--- config.mk ---
export PLATFORM = sky130hd
export DESIGN_NAME = chunked_adder_unit
export DESIGN_NICKNAME = d
export VERILOG_FILES = /design/src/rtl/adder_pkg.sv /design/src/rtl/adder_chunk.sv /design/src/rtl/chunked_adder_unit.sv
export SDC_FILE = /design/constraint.sdc
export NUM_CORES = 1
export LEC_CHECK = 0
export CORE_MARGIN = 3
export CORE_UTILIZATION = 30
export DETAILED_ROUTE_END_ITERATION = 7
export PLACE_DENSITY = 0.57
export SLEW_MARGIN = 40
export SYNTH_ARGS = -nofsm -noshare
export SYNTH_HDL_FRONTEND = slang
export SYNTH_SLANG_ARGS = --single-unit
--- constraint.sdc ---
create_clock -name clk -period 3 [get_ports clk]
set_input_delay 0.3 -clock clk [delete_from_list [all_inputs] [get_ports clk]]
set_output_delay 0.3 -clock clk [all_outputs]
set_load 0.005 [all_outputs]
--- src/rtl/adder_pkg.sv ---
// Shared types and sizing helpers for the chunked add/subtract/accumulate unit.
package adder_pkg;

  typedef enum logic [1:0] {
    OP_ADD = 2'b00,
    OP_SUB = 2'b01,
    OP_ACC = 2'b10,
    OP_CLR = 2'b11
  } op_t;

  typedef enum logic [1:0] {
    IDLE = 2'b00,
    CALC = 2'b01,
    DONE = 2'b10
  } state_t;

  function automatic int unsigned nchunk(input int unsigned width, input int unsigned chunk);
    return width / chunk;
  endfunction

  // Counter/offset widths never collapse to zero bits, even for a single chunk.
  function automatic int unsigned ptr_width(input int unsigned n);
    return (n > 1) ? $clog2(n) : 1;
  endfunction

endpackage

--- src/rtl/adder_chunk.sv ---
// Combinational CHUNK-bit slice adder; cmsb is the carry into the slice MSB, used for
// signed-overflow detection when this slice is the top one.
module adder_chunk #(
  parameter int unsigned CHUNK = 4
) (
  input  logic [CHUNK-1:0] a,
  input  logic [CHUNK-1:0] b,
  input  logic             cin,
  output logic [CHUNK-1:0] s,
  output logic             cout,
  output logic             cmsb
);

  logic [CHUNK:0] full;

  assign full = {1'b0, a} + {1'b0, b} + {{CHUNK{1'b0}}, cin};
  assign s    = full[CHUNK-1:0];
  assign cout = full[CHUNK];
  // Sum bit = a ^ b ^ carry_in, so the MSB carry-in falls out of the result bit.
  assign cmsb = full[CHUNK-1] ^ a[CHUNK-1] ^ b[CHUNK-1];

endmodule

--- src/rtl/chunked_adder_unit.sv ---
// Multi-cycle add/sub/accumulate unit summing CHUNK bits per enabled cycle.
// Define ADDER_SAT_EN to clamp overflowing results to the signed limits.
module chunked_adder_unit
  import adder_pkg::*;
#(
  parameter int unsigned WIDTH = 16,
  parameter int unsigned CHUNK = 4
) (
  input  logic             clk,
  input  logic             rst_n,
  input  logic             ena,
  input  logic             in_valid,
  output logic             in_ready,
  input  logic [1:0]       op,
  input  logic [WIDTH-1:0] a,
  input  logic [WIDTH-1:0] b,
  output logic             out_valid,
  input  logic             out_ready,
  output logic [WIDTH-1:0] sum,
  output logic             carry,
  output logic             ovf
);

  localparam int unsigned NCHUNK = nchunk(WIDTH, CHUNK);
  localparam int unsigned IW     = ptr_width(NCHUNK);
  localparam int unsigned OW     = ptr_width(WIDTH);
  localparam logic [IW-1:0] LastIdx = IW'(NCHUNK - 1);

  state_t           state_q;
  op_t              op_q;
  logic [WIDTH-1:0] opa_q;
  logic [WIDTH-1:0] opb_q;
  logic [WIDTH-1:0] part_q;
  logic [WIDTH-1:0] acc_q;
  logic [IW-1:0]    idx_q;
  logic             cy_q;

  logic [OW-1:0]    off;
  logic [CHUNK-1:0] slice_a;
  logic [CHUNK-1:0] slice_b;
  logic [CHUNK-1:0] slice_s;
  logic             slice_cout;
  logic             slice_cmsb;
  logic [WIDTH-1:0] part_next;
  logic [WIDTH-1:0] res_final;
  logic             ovf_raw;
  op_t              op_in;

  assign in_ready = (state_q == IDLE) && ena;
  assign op_in    = op_t'(op);

  assign off     = OW'(idx_q * CHUNK);
  assign slice_a = opa_q[off +: CHUNK];
  assign slice_b = opb_q[off +: CHUNK];

  adder_chunk #(
    .CHUNK (CHUNK)
  ) u_chunk (
    .a    (slice_a),
    .b    (slice_b),
    .cin  (cy_q),
    .s    (slice_s),
    .cout (slice_cout),
    .cmsb (slice_cmsb)
  );

  always_comb begin
    part_next = part_q;
    part_next[off +: CHUNK] = slice_s;
  end

  // Only meaningful on the last chunk, where the slice MSB is the word MSB.
  assign ovf_raw = slice_cmsb ^ slice_cout;

`ifdef ADDER_SAT_EN
  localparam logic [WIDTH-1:0] SatMax = {1'b0, {(WIDTH-1){1'b1}}};
  localparam logic [WIDTH-1:0] SatMin = {1'b1, {(WIDTH-1){1'b0}}};

  // A wrapped result with MSB set means two positives overflowed, and vice versa.
  always_comb begin
    res_final = part_next;
    if (ovf_raw) begin
      res_final = part_next[WIDTH-1] ? SatMax : SatMin;
    end
  end
`else
  assign res_final = part_next;
`endif

  always_ff @(posedge clk or negedge rst_n) begin
    if (!rst_n) begin
      state_q   <= IDLE;
      op_q      <= OP_ADD;
      opa_q     <= '0;
      opb_q     <= '0;
      part_q    <= '0;
      acc_q     <= '0;
      idx_q     <= '0;
      cy_q      <= 1'b0;
      out_valid <= 1'b0;
      sum       <= '0;
      carry     <= 1'b0;
      ovf       <= 1'b0;
    end else if (ena) begin
      case (state_q)
        IDLE: begin
          if (in_valid) begin
            op_q   <= op_in;
            opa_q  <= a;
            idx_q  <= '0;
            part_q <= '0;
            cy_q   <= (op_in == OP_SUB);
            case (op_in)
              OP_SUB:  opb_q <= ~b;
              OP_ACC:  opb_q <= acc_q;
              default: opb_q <= b;
            endcase
            if (op_in == OP_CLR) begin
              state_q   <= DONE;
              acc_q     <= '0;
              sum       <= '0;
              carry     <= 1'b0;
              ovf       <= 1'b0;
              out_valid <= 1'b1;
            end else begin
              state_q <= CALC;
            end
          end
        end

        CALC: begin
          part_q <= part_next;
          cy_q   <= slice_cout;
          if (idx_q == LastIdx) begin
            state_q   <= DONE;
            out_valid <= 1'b1;
            sum       <= res_final;
            carry     <= slice_cout;
            ovf       <= ovf_raw;
            if (op_q == OP_ACC) begin
              acc_q <= res_final;
            end
          end else begin
            idx_q <= idx_q + 1'b1;
          end
        end

        DONE: begin
          if (out_ready) begin
            state_q   <= IDLE;
            out_valid <= 1'b0;
          end
        end

        default: state_q <= IDLE;
      endcase
    end
  end

endmodule
### Word-level counts from Yosys, hierarchy flattened

Cells that the tools add are included.

| word-level totals | value |
|---|---|
| bits in registers | 90 |
| input bits | 39 |
| output and inout port bits | 20 |
| logic and storage cells | 80 |

| operators by class | value |
|---|---|
| $add $sub $neg | 4 |
| equality and inequality tests | 13 |
| shifts and indexed selects | 4 |
| muxes and demuxes | 32 |
| bitwise operators | 4 |
| reduce and logical (&&, ||, !) cells | 11 |

Operators by type and width:

| kind | count |
|---|---|
| 16-bit one-hot mux with 2 select lines | 4 |
| 16-bit two-way mux | 6 |
| 16-bit by 5-bit variable part select with 4-bit output | 2 |
| 16-bit bitwise mux | 1 |
| 16-bit inverter | 1 |
| 4-bit by 6-bit variable shift with 16-bit output (first input constant) | 1 |
| 4-bit by 6-bit variable part select with 16-bit output | 1 |
| 2-bit two-way mux | 6 |
| 6-bit AND reduction | 2 |
| 2-bit equality test (second input constant) | 5 |
| 2-bit inequality test (second input constant) | 5 |
| 1-bit two-way mux | 9 |
| 4-bit AND reduction | 2 |
| 4-bit negator with 6-bit output | 1 |
| 1-bit one-hot mux with 2 select lines | 3 |
| 2-bit one-hot mux with 3 select lines | 1 |
| 3-bit AND reduction | 2 |
| 4-bit by 4-bit adder with 5-bit output | 1 |
| 5-bit by 1-bit adder with 5-bit output | 1 |
| 5-bit AND reduction | 1 |
| 2-bit by 1-bit equality test with 1-bit output (second input constant) | 2 |
| 2-bit one-hot mux with 2 select lines | 1 |
| 1-bit one-hot mux with 3 select lines | 1 |
| 3-bit nonzero test | 1 |
| 6 further kinds | 8 |

### Depth between registers and ports, before layout

Gate-level depths: netlist (run 1).

| depth | value |
|---|---|
| depth in word-level cells | 8 |
| depth in mapped cells | 9 |
| gate-level depth less buffers | 8 |

### Cells and area by module

From an unflattened synthesis (run 1), not the netlist that was laid out.

| unflattened totals | value |
|---|---|
| cell total of the unflattened synthesis | 371 |
| area total of the unflattened synthesis | 4486.8 um^2 |

By module, submodules not included:

| module | instances | cells each | area an instance (um^2) | seq. area each (um^2) |
|---|---|---|---|---|
| chunked_adder_unit | 1 | 352 | 4309.1 | 2252.2 |
| adder_chunk | 1 | 19 | 177.7 | 0.0 |

### Worst setup path after synthesis (run 1)

Ideal clock, no wire load.

| timing | value |
|---|---|
| kind | register -> register |
| from | register idx_q[0] |
| to | register ovf |
| library setup time | 0.121 ns |
| data arrival time | 2.967 ns |
| data required time | 2.879 ns |
| slack | -0.088 ns |
| stages on the path, launching flop included | 10 |
| buffers on the path | 1 |
| period minus slack after synthesis | 3.088 ns |
| cells stage by stage | dfrtp_1 buf_2 mux4_2 fa_1 fa_1 a21o_1 a21oi_1 xnor3_1 xnor2_1 a22o_1 |

| on the way | value |
|---|---|
| longest elaborated chain between the ends | 8 |
| elaborated cells on any way between the ends | 12 |
| classes of those cells | add/sub (2); eq/ne (2); shift (2); mux (2); bitwise (3); reduce/logical (1) |

Ends and longest elaborated chain:

| element | line | RTL |
|---|---|---|
| start, declared | chunked_adder_unit.sv:35 | `logic [IW-1:0] idx_q;` |
| start signal, assigned | chunked_adder_unit.sv:144 | `idx_q <= idx_q + 1'b1;` |
| 16-bit by 5-bit variable part select with 4-bit output (on tied branches) | chunked_adder_unit.sv:53, chunked_adder_unit.sv:54 |  |
| 4-bit by 4-bit adder with 5-bit output | adder_chunk.sv:16 | `assign full = {1'b0, a} + {1'b0, b} + {{CHUNK{1'b0}}, cin};` |
| 5-bit by 1-bit adder with 5-bit output | adder_chunk.sv:16 |  |
| 1-bit bitwise XOR (2 in a row) | adder_chunk.sv:20 | `assign cmsb = full[CHUNK-1] ^ a[CHUNK-1] ^ b[CHUNK-1];` |
| 1-bit bitwise XOR | chunked_adder_unit.sv:73 | `assign ovf_raw = slice_cmsb ^ slice_cout;` |
| 1-bit two-way mux | chunked_adder_unit.sv:134 | `if (idx_q == LastIdx) begin` |
| 1-bit one-hot mux with 2 select lines | chunked_adder_unit.sv:105 | `case (state_q)` |
| end signal, assigned | chunked_adder_unit.sv:139 | `ovf <= ovf_raw;` |
| end, declared | chunked_adder_unit.sv:21 | `output logic ovf` |

Parallel ways exist; a longest one is shown, timed or not. The select of a mux whose other input is x is not followed.
A chain may end at the register's enable or synchronous reset.

### Worst setup path after layout (run 1)

Same ends and word-level chain as after synthesis.

==> results of run 1 <==
[cells in the final DEF, fill, tap and decap left out, drive strengths merged, types with 9 or more instances in the layout]
master and n:
nand2b 19, o31ai 15, nor2b 11, o21ai 37, clkdlybuf4s50 57, buf 12
nor2 14, dfrtp 90, o22ai 9, inv 17, ha 12, clkbuf 10
a21oi 45, nand2 78, a22o 19, mux2 17
[cell type report]
cell class | count | area share [%]
Timing Repair Buffer | 70 | 12.3
Sequential cell | 90 | 40.6
Multi-Input combinational cell | 307 | 36.4
Clock buffer | 10 | 4.31
Clock inverter | 6 | 1.31
Inverter | 15 | 1.01
Tap cell | 180 | 4.06
[logic make-up (layout without fill, tap and decap cells)]
kind of cell / count (synthesis) / after routing / synth area share, %
AOI/OAI and AO/OA: 131 / 131 / 17.9
muxes: 26 / 26 / 8.70
and+or+nand+nor: 132 / 132 / 13.5
adders and majority gates: 14 / 14 / 4.29
xor gates and xnor gates: 4 / 4 / 1.10
DFF: 90 / 90 / 50.9
buffers and inverters: 41 / 101 / 3.67
[worst max-delay path by stage]
stage	endpoint	slack, ns	cells after the start
floorplan	ovf	0.01	9
global placement	ovf	0.12	8
detailed placement	ovf	0.03	8
CTS	ovf	0.04	8
global route	ovf	0.02	8
finish	ovf	0.15	8
[registers in the layout, summed over array words and instances, names as in the netlist, 2 cells and up]
register,cells
idx_q,2
op_q,2
sum,16
opa_q,16
part_q,16
acc_q,16
state_q,2
opb_q,16
[repair_timing]
action,CTS,global route
endpoints found under the hold margin,23,0
hold buffers,1,0
endpoints found under the setup margin,0,1
resized for setup,0,2
[power by group]
group | total, mW | switching, mW | internal, mW
sequential | 1.95 | 0.285 | 1.67
combinational | 2.47 | 1.28 | 1.19
clock | 1.17 | 0.489 | 0.677
[metal layers]
layer	share of wire (%)	global-route usage [%]
met1	46	19.4
met2	48	22.9
met3	5.3	3.89
met4	0.96	3.15
met5	0	0
[through the flow]
| step | cell area (um^2) | std cells |
|---|---|---|
| floorplan | 4430 | 438 |
| global placement | 5220 | 661 |
| detailed placement | 5220 | 661 |
| CTS | 5550 | 678 |
| global route | 5550 | 678 |
| finish | 5550 | 678 |
==> results.sh, run 1 <==
export IMPL_tritoncts="yes"
export IMPL_required_ns=3.24
export IMPL_leakage_nw=2.38
export IMPL_drtAntennaViolNets=0
export IMPL_clock_fmax_ghz=0.350
export IMPL_drt_initial_drc_count=257
export IMPL_multi_input_area_um2=2020
export IMPL_status="completed"
export IMPL_pwr_density_cell_nw_per_um2=1010
export IMPL_critical_path_most_common_cell="fa_1"
export IMPL_post_route_min_period_ns=2.85
export IMPL_die_area_um2=16300
export IMPL_fin_util_pct=39.2
export IMPL_grt_usage_pct=14.3
export IMPL_setup_slack_ns=0.146
export IMPL_start_util_pct=31.3
export IMPL_via_per_inst=5.01
export IMPL_finalPower_mw=5.59
export IMPL_startpoint="idx_q[0]"
export IMPL_rsz0062_at_grt="false"
export IMPL_clk_pin_slew_ns=0.07
export IMPL_n_antenna_cell=0
export IMPL_synthToLayoutAreaGrowth_pct=25.3
export IMPL_setup_worst_path_end_class="flop"
export IMPL_routedWlPerCell_um=16.4
export IMPL_cts_buffer_depth=2
export IMPL_clk_latency_ns=0.35
export IMPL_antenna_found_initial=0
export IMPL_critPathKind="reg -> reg"
export IMPL_r2r_slack_ns=0.15
export IMPL_rows=43
export IMPL_via_count=3397
export IMPL_port_buffers=58
export IMPL_first_pass_iters=5
export IMPL_crit_chain="mux4_2 > fa_1 > fa_1 > a21o_1 > a21oi_2 > xnor3_1 > xnor2_1 > a22o_1"
export IMPL_critPathMaxStageDelay_ns=0.53
export IMPL_die_y_um=127
export IMPL_cts_buffers_inserted=9
export IMPL_synth_top_cell_by_area="dfrtp_1"
export IMPL_fillers=1415
export IMPL_path_buf_inv=0
export IMPL_slew_violations=0
export IMPL_critPathSlowestCell="mux4_2"
export IMPL_slew_headroom_pct=56.3
export IMPL_vdd_drop_max_uv=425
export IMPL_synth_top_cells_by_count="90 x dfrtp_1, 78 x nand2_1, 45 x a21oi_1, 35 x o21ai_0"
export IMPL_cp_data_arrival_time_ns=3.09
export IMPL_ys_ff_latch=90
export IMPL_mappedNetlistArea_um2=4430
export IMPL_yosys_area_top_type_share_pct=50.9
export IMPL_tns_ns=0
export IMPL_fin_nets=546
export IMPL_skew_ns=0.00529
export IMPL_io_pins=59
export IMPL_grt_pass1_vias=3389
export IMPL_cts_root_buffer="clkbuf_16"
export IMPL_cap_violations=0
export IMPL_routed_wl_um=11100
export IMPL_whs_ns=0.389
export IMPL_synth_edf_count=0
export IMPL_synth_yosys_warnings=0
export IMPL_seq_area_um2=2250
export IMPL_synthCells=438
export IMPL_post_route_period_util_pct=95.1
export IMPL_postCtsSetupBuffers=0
export IMPL_synth_area_leaders="dfrtp_1 51%, nand2_1 6.6%, a21oi_1 5.1%, mux2_2 4.3%, o21ai_0 4.0%"
export IMPL_async_reset_ff_share_pct=100
export IMPL_synth_distinct_cells=32
export IMPL_cts_sinks=90
export IMPL_reg2reg_depth=8
export IMPL_hold_path_class="in -> async"
export IMPL_tightestPinTransition_ns=0.655
export IMPL_fp_coreArea_um2=14100
export IMPL_start_kind="flop"
export IMPL_drc=0
export IMPL_grt_max_degree=68
export IMPL_reg2reg_to="ovf"
export IMPL_yosysMostFrequentCell="dfrtp_1"
export IMPL_setup_viol=0
export IMPL_worst_path_max_fanout=4
export IMPL_grt_overflow=0
export IMPL_r2r_start="idx_q[0]"
export IMPL_hold_viol=0
export IMPL_seq_area_frac_synth_pct=50.9
export IMPL_critPathTopFamily="adder cells"
export IMPL_drive_gt1_share_pct=11.0
export IMPL_gp_congestion=0.845
export IMPL_grt_pass1_wl_um=18200
export IMPL_dpl_hpwl_um=8360
export IMPL_ctsHtreeMaxLevel=3
export IMPL_dp_slack_ns=0.0300
export IMPL_synth_top_flop_cell="dfrtp_1"
export IMPL_die_w_um=127
export IMPL_syn_area_per_cell_um2=10.1
export IMPL_syn_num_nets=491
(Power assumes the default switching activity.)
==> inputs of run 2 (changes only) <==
--- a/config.mk
+++ b/config.mk
@@ -5,7 +5,7 @@
 export SDC_FILE = /design/constraint.sdc
 export NUM_CORES = 1
 export LEC_CHECK = 0
-export CORE_MARGIN = 3
+export CORE_MARGIN = 10
 export CORE_UTILIZATION = 30
 export DETAILED_ROUTE_END_ITERATION = 7
 export PLACE_DENSITY = 0.57
==> constraint.sdc (replaced) <==
create_clock -name clk -period 2.55 [get_ports clk]
set_input_delay 0.255 -clock clk [delete_from_list [all_inputs] [get_ports clk]]
set_output_delay 0.255 -clock clk [all_outputs]
set_load 0.005 [all_outputs]
==> run 2 against run 1 <==
Compared with the run above:
- the run now ends with negative setup slack left
- sequential share of layout area shrank 3.1 points
- final cell count grew 3.8%
- combinational power grew 70%
- global-route usage shrank 1.6 points
- sequential power grew 18%
- count of clock-buffer cells in the layout is the same
- clock power grew 21%
- total power grew 42%
==> results.sh, run 2 (synthesis results as in run 1) <==
export IMPL_setup_worst_path_end_class="flop"
export IMPL_gp_congestion=0.846
export IMPL_grt_pass1_vias=3699
export IMPL_setup_slack_ns=-0.174
export IMPL_grt_overflow=0
export IMPL_via_per_inst=5.00
export IMPL_clkPwrFrac_pct=17.9
export IMPL_fillers=1388
export IMPL_hold_viol=0
export IMPL_critPathKind="reg -> reg"
export IMPL_via_count=3518
export IMPL_swShare_pct=37.8
export IMPL_antenna_found_initial=0
export IMPL_status="finished, violations left"
export IMPL_clock_fmax_ghz=0.367
export IMPL_slew_headroom_pct=50.8
export IMPL_vdd_drop_max_uv=776
export IMPL_tritoncts="yes"
export IMPL_die_w_um=141
export IMPL_critical_path_most_common_cell="fa_2"
export IMPL_switchingPower_mw=3.00
export IMPL_dpl_hpwl_um=9390
export IMPL_tns_ns=-0.276
export IMPL_cts_root_buffer="clkbuf_16"
export IMPL_clk_pin_slew_ns=0.06
export IMPL_worst_path_max_fanout=4
export IMPL_setup_viol=10
export IMPL_die_area_um2=20000
export IMPL_violations="negative setup slack"
export IMPL_tightestPinTransition_ns=0.738
export IMPL_required_ns=2.78
export IMPL_combPwrFrac_pct=53.0
export IMPL_start_util_pct=30.6
export IMPL_cts_buffer_depth=2
export IMPL_critPathTopFamily="adder cells"
export IMPL_grt_max_degree=38
export IMPL_drc=0
export IMPL_path_buf_inv=0
export IMPL_drt_initial_drc_count=212
export IMPL_cp_data_arrival_time_ns=2.96
export IMPL_routedWlPerCell_um=17.8
export IMPL_grt_usage_pct=12.7
export IMPL_post_route_period_util_pct=107
export IMPL_clk_latency_ns=0.35
export IMPL_drtAntennaViolNets=0
export IMPL_critPathMaxStageDelay_ns=0.53
export IMPL_slew_violations=0
export IMPL_seq_power_share_pct=29.0
export IMPL_p_int_mw=4.92
export IMPL_port_buffers=58
export IMPL_ctsHtreeMaxLevel=3
export IMPL_cap_violations=0
export IMPL_cts_sinks=90
export IMPL_first_pass_iters=4
export IMPL_synthToLayoutAreaGrowth_pct=35.8
export IMPL_leakage_nw=2.53
export IMPL_io_pins=59
export IMPL_drive_gt1_share_pct=21.3
export IMPL_post_route_min_period_ns=2.72
export IMPL_pwr_density_cell_nw_per_um2=1320
export IMPL_fp_coreArea_um2=14500
export IMPL_hold_path_class="in -> async"
export IMPL_rsz0062_at_grt="true"
export IMPL_dp_slack_ns=-0.215
export IMPL_die_y_um=141
export IMPL_critPathSlowestCell="mux4_2"
export IMPL_routed_wl_um=12600
export IMPL_fin_nets=569
export IMPL_start_kind="flop"
export IMPL_cts_buffers_inserted=9
export IMPL_grt_pass1_wl_um=20100
export IMPL_fin_util_pct=41.5
export IMPL_layout_common_cells="89 x dfrtp_1, 74 x nand2_1, 57 x clkdlybuf4s50_1"
export IMPL_n_antenna_cell=0
export IMPL_final_common_cell="dfrtp_1"
export IMPL_crit_chain="mux4_2 > fa_2 > fa_2 > a21o_1 > a21oi_2 > xnor3_1 > xnor2_1 > a22o_1"
export IMPL_rows=44
export IMPL_skew_ns=0.00742
## run 2: final timing paths
kind / depth (start not counted) / from / slack (ns) / to
worst min-delay path: 2 / rst_n / 0.42 / out_valid
worst max register to register: 8 / idx_q[0] / -0.17 / ovf
worst min register to register: 2 / op_q[1] / 0.48 / op_q[1]
min in group clk: 2 / op_q[1] / 0.48 / op_q[1]
max in group asynchronous: 3 / rst_n / 1.35 / opb_q[14]
worst max-delay path: 8 / idx_q[0] / -0.17 / ovf
## run 2: what timing repair did
action | 4_1_cts | 5_1_grt
hold buffers | 1 | 0
endpoints found under the hold margin | 34 | 0
pin swaps | 8 | 12
buffers inserted | 2 | 3
endpoints found under the setup margin | 30 | 38
resized for setup | 26 | 34
## run 2: power groups by stage
stage / registers [mW] / clock network, mW / logic [mW]
2_1_floorplan: 2.21 / 0 / 1.99
3_3_place_gp: 2.31 / 0 / 3.16
3_5_place_dp: 2.33 / 0 / 3.22
4_1_cts: 2.30 / 1.46 / 3.52
5_1_grt: 2.36 / 1.50 / 4.53
6_report: 2.30 / 1.42 / 4.20
## run 2: per-layer routing
layer / wire (um) / GRT usage, %
met4: 303 / 5.54
met3: 487 / 3.04
met2: 6190 / 20.9
met5: 0 / 0
met1: 5570 / 15.4
## run 2: layout make-up
type	count	area (um^2)	share of cell area, %
Sequential cell	90	2250	37.5
Multi-Input combinational cell	307	2290	38.1
Clock inverter	5	80.1	1.33
Inverter	15	56.3	0.936
Timing Repair Buffer	93	875	14.5
Clock buffer	10	229	3.81
Tap cell	184	230	3.83
## run 2: stage by stage
step                      area (um^2)  hold slack (ns)  power, mW  std cells
after CTS                        5790            0.439       7.28        703
final                            6010            0.415       7.92        704
after global placement           5380            0.257       5.48        685
after detailed placement         5390            0.265       5.55        685
after floorplan                  4460          -0.0406       4.19        438
after global routing             6010            0.467       8.39        704
==> inputs of run 3 (changes only) <==
--- a/config.mk
+++ b/config.mk
@@ -8,6 +8,7 @@
 export CORE_MARGIN = 10
 export CORE_UTILIZATION = 30
 export DETAILED_ROUTE_END_ITERATION = 7
+export GPL_TIMING_DRIVEN = 0
 export PLACE_DENSITY = 0.57
 export SLEW_MARGIN = 40
 export SYNTH_ARGS = -nofsm -noshare
==> run 3 against run 2 <==
Compared with the run above:
- the flow still finishes with violations (negative setup slack)
- non-clock buffer count grew 3
- largest cell class is now flip-flops and latches
- core utilization shrank 0.57 points
- count of clock-buffer cells in the layout is the same
- routed wire length grew 2.2%
==> results.sh, run 3 (synthesis results as in run 1) <==
export IMPL_drive_gt1_share_pct=17.9
export IMPL_r2r_start="idx_q[0]"
export IMPL_r2r_slack_ns=-0.39
export IMPL_clk_latency_ns=0.35
export IMPL_routedWlPerCell_um=18.1
export IMPL_crit_end="ovf"
export IMPL_first_pass_iters=4
export IMPL_tritoncts="yes"
export IMPL_clock_fmax_ghz=0.341
export IMPL_skew_ns=0.00616
export IMPL_multi_input_area_um2=2250
export IMPL_antenna_found_initial=0
export IMPL_slew_headroom_pct=61.4
export IMPL_critPathKind="reg -> reg"
export IMPL_dpl_hpwl_um=9660
export IMPL_setup_slack_ns=-0.386
export IMPL_grt_usage_pct=12.9
export IMPL_via_count=3576
export IMPL_dp_slack_ns=-0.594
export IMPL_worst_path_max_fanout=4
export IMPL_final_common_cell="dfrtp_1"
export IMPL_final_area_um2=5930
export IMPL_layout_common_cells="89 x dfrtp_1, 74 x nand2_1, 57 x clkdlybuf4s50_1"
export IMPL_grt_pass1_wl_um=20200
export IMPL_ctsHtreeMaxLevel=3
export IMPL_slew_violations=0
export IMPL_die_area_um2=20000
export IMPL_layoutNonFillerInstCount=708
export IMPL_routed_wl_um=12800
export IMPL_rows=44
export IMPL_start_kind="flop"
export IMPL_via_per_inst=5.05
export IMPL_grt_max_degree=54
export IMPL_synthToLayoutAreaGrowth_pct=33.9
export IMPL_setup_worst_path_end_class="flop"
export IMPL_n_antenna_cell=0
export IMPL_fp_coreArea_um2=14500
export IMPL_status="finished, violations left"
export IMPL_required_ns=2.79
export IMPL_port_buffers=58
export IMPL_drt_initial_drc_count=256
export IMPL_rsz0062_at_grt="true"
export IMPL_cts_root_buffer="clkbuf_16"
export IMPL_grt_overflow=0
export IMPL_start_util_pct=30.6
export IMPL_tightestPinTransition_ns=0.579
export IMPL_post_route_min_period_ns=2.94
export IMPL_cap_violations=0
export IMPL_leakage_nw=2.48
export IMPL_violations="negative setup slack"
export IMPL_dp_cells=681
export IMPL_post_route_period_util_pct=115
export IMPL_drc=0
export IMPL_setup_viol=38
export IMPL_clk_pin_slew_ns=0.07
export IMPL_finalPower_mw=7.94
export IMPL_vdd_drop_max_uv=871
export IMPL_cts_buffers_inserted=9
export IMPL_reg2reg_depth=9
export IMPL_die_y_um=141
export IMPL_cts_buffer_depth=2
export IMPL_reg2reg_to="ovf"
export IMPL_seq_area_um2=2250
export IMPL_hold_path_class="in -> async"
export IMPL_gp_congestion=0.869
export IMPL_die_w_um=141
export IMPL_fin_nets=572
export IMPL_placed_cell_area_um2=5300
export IMPL_pwr_density_cell_nw_per_um2=1340
export IMPL_io_pins=59
export IMPL_cts_sinks=90
export IMPL_cp_data_arrival_time_ns=3.17
export IMPL_grt_pass1_vias=3657
export IMPL_startpoint="idx_q[0]"
export IMPL_drtAntennaViolNets=0
export IMPL_hold_viol=0
export IMPL_fillers=1431
export IMPL_tns_ns=-5.78
==> run 3: cell count changes in the layout (fill, tap and decap cells not counted), moves of 3 or more <==
cell,delta
o21ai_0,-3
clkbuf_1,+18
o31ai_4,-5
buf_2,+5
o31ai_1,+4
buf_4,-21
o21ai_2,+4
==> run 3: where the power goes <==
| part | internal (mW) | leakage, nW | switching (mW) |
|---|---|---|---|
| Clock | 0.786 | 0.141 | 0.578 |
| Combinational | 2.13 | 1.15 | 2.19 |
| Sequential | 1.96 | 1.19 | 0.295 |
==> run 3: timing repair <==
| action | in CTS | in global routing |
|---|---|---|
| endpoints found under the hold margin | 37 | 0 |
| hold buffers | 1 | 0 |
| pin swaps | 21 | 13 |
| setup buffers | 10 | 1 |
| setup endpoints to repair | 41 | 39 |
| gates resized for setup | 42 | 16 |
==> run 3: layer usage <==
layer	part of all wire (%)	track usage (%)	wire length (um)
met4	2.0	5.11	251
met1	44	15.7	5650
met2	50	21.5	6370
met3	4.4	3.07	564
met5	0	0	0
==> run 3: per-stage QoR <==
step,hold WS (ns),util [%]
floorplan,-0.0406,-
global placement,0.456,36.4
detailed placement,0.190,36.6
CTS,0.384,40.4
global route,0.408,41.0
finish,0.371,41.0
==> run 3: how the worst min path moves through the flow <==
stage | to | slack, ns | startpoint
3_3_place_gp | opb_q[11] | 0.46 | opb_q[11]
5_1_grt | part_q[4] | 0.41 | rst_n
4_1_cts | part_q[4] | 0.38 | rst_n
3_5_place_dp | idx_q[1] | 0.19 | rst_n
2_1_floorplan | acc_q[0] | -0.04 | rst_n
6_report | idx_q[1] | 0.37 | rst_n
==> run 3: cell type report <==
cell class / instances / share of cell area [%]
sequential: 90 / 38.0
multi-input combinational: 307 / 37.9
timing repair buffer: 70 / 12.0
clock buffer: 10 / 4.03
tap: 184 / 3.88
buffer: 26 / 2.09
clock inverter: 6 / 1.12
inverter: 15 / 0.949
==> run 3: critical path: stages (launching register included) <==
cell,delay (ns)
dfrtp_2,0.42
buf_12,0.13
mux4_2,0.53
fa_2,0.39
fa_2,0.37
a21o_1,0.18
a21oi_2,0.14
xnor3_1,0.28
xnor2_2,0.17
a22o_1,0.21
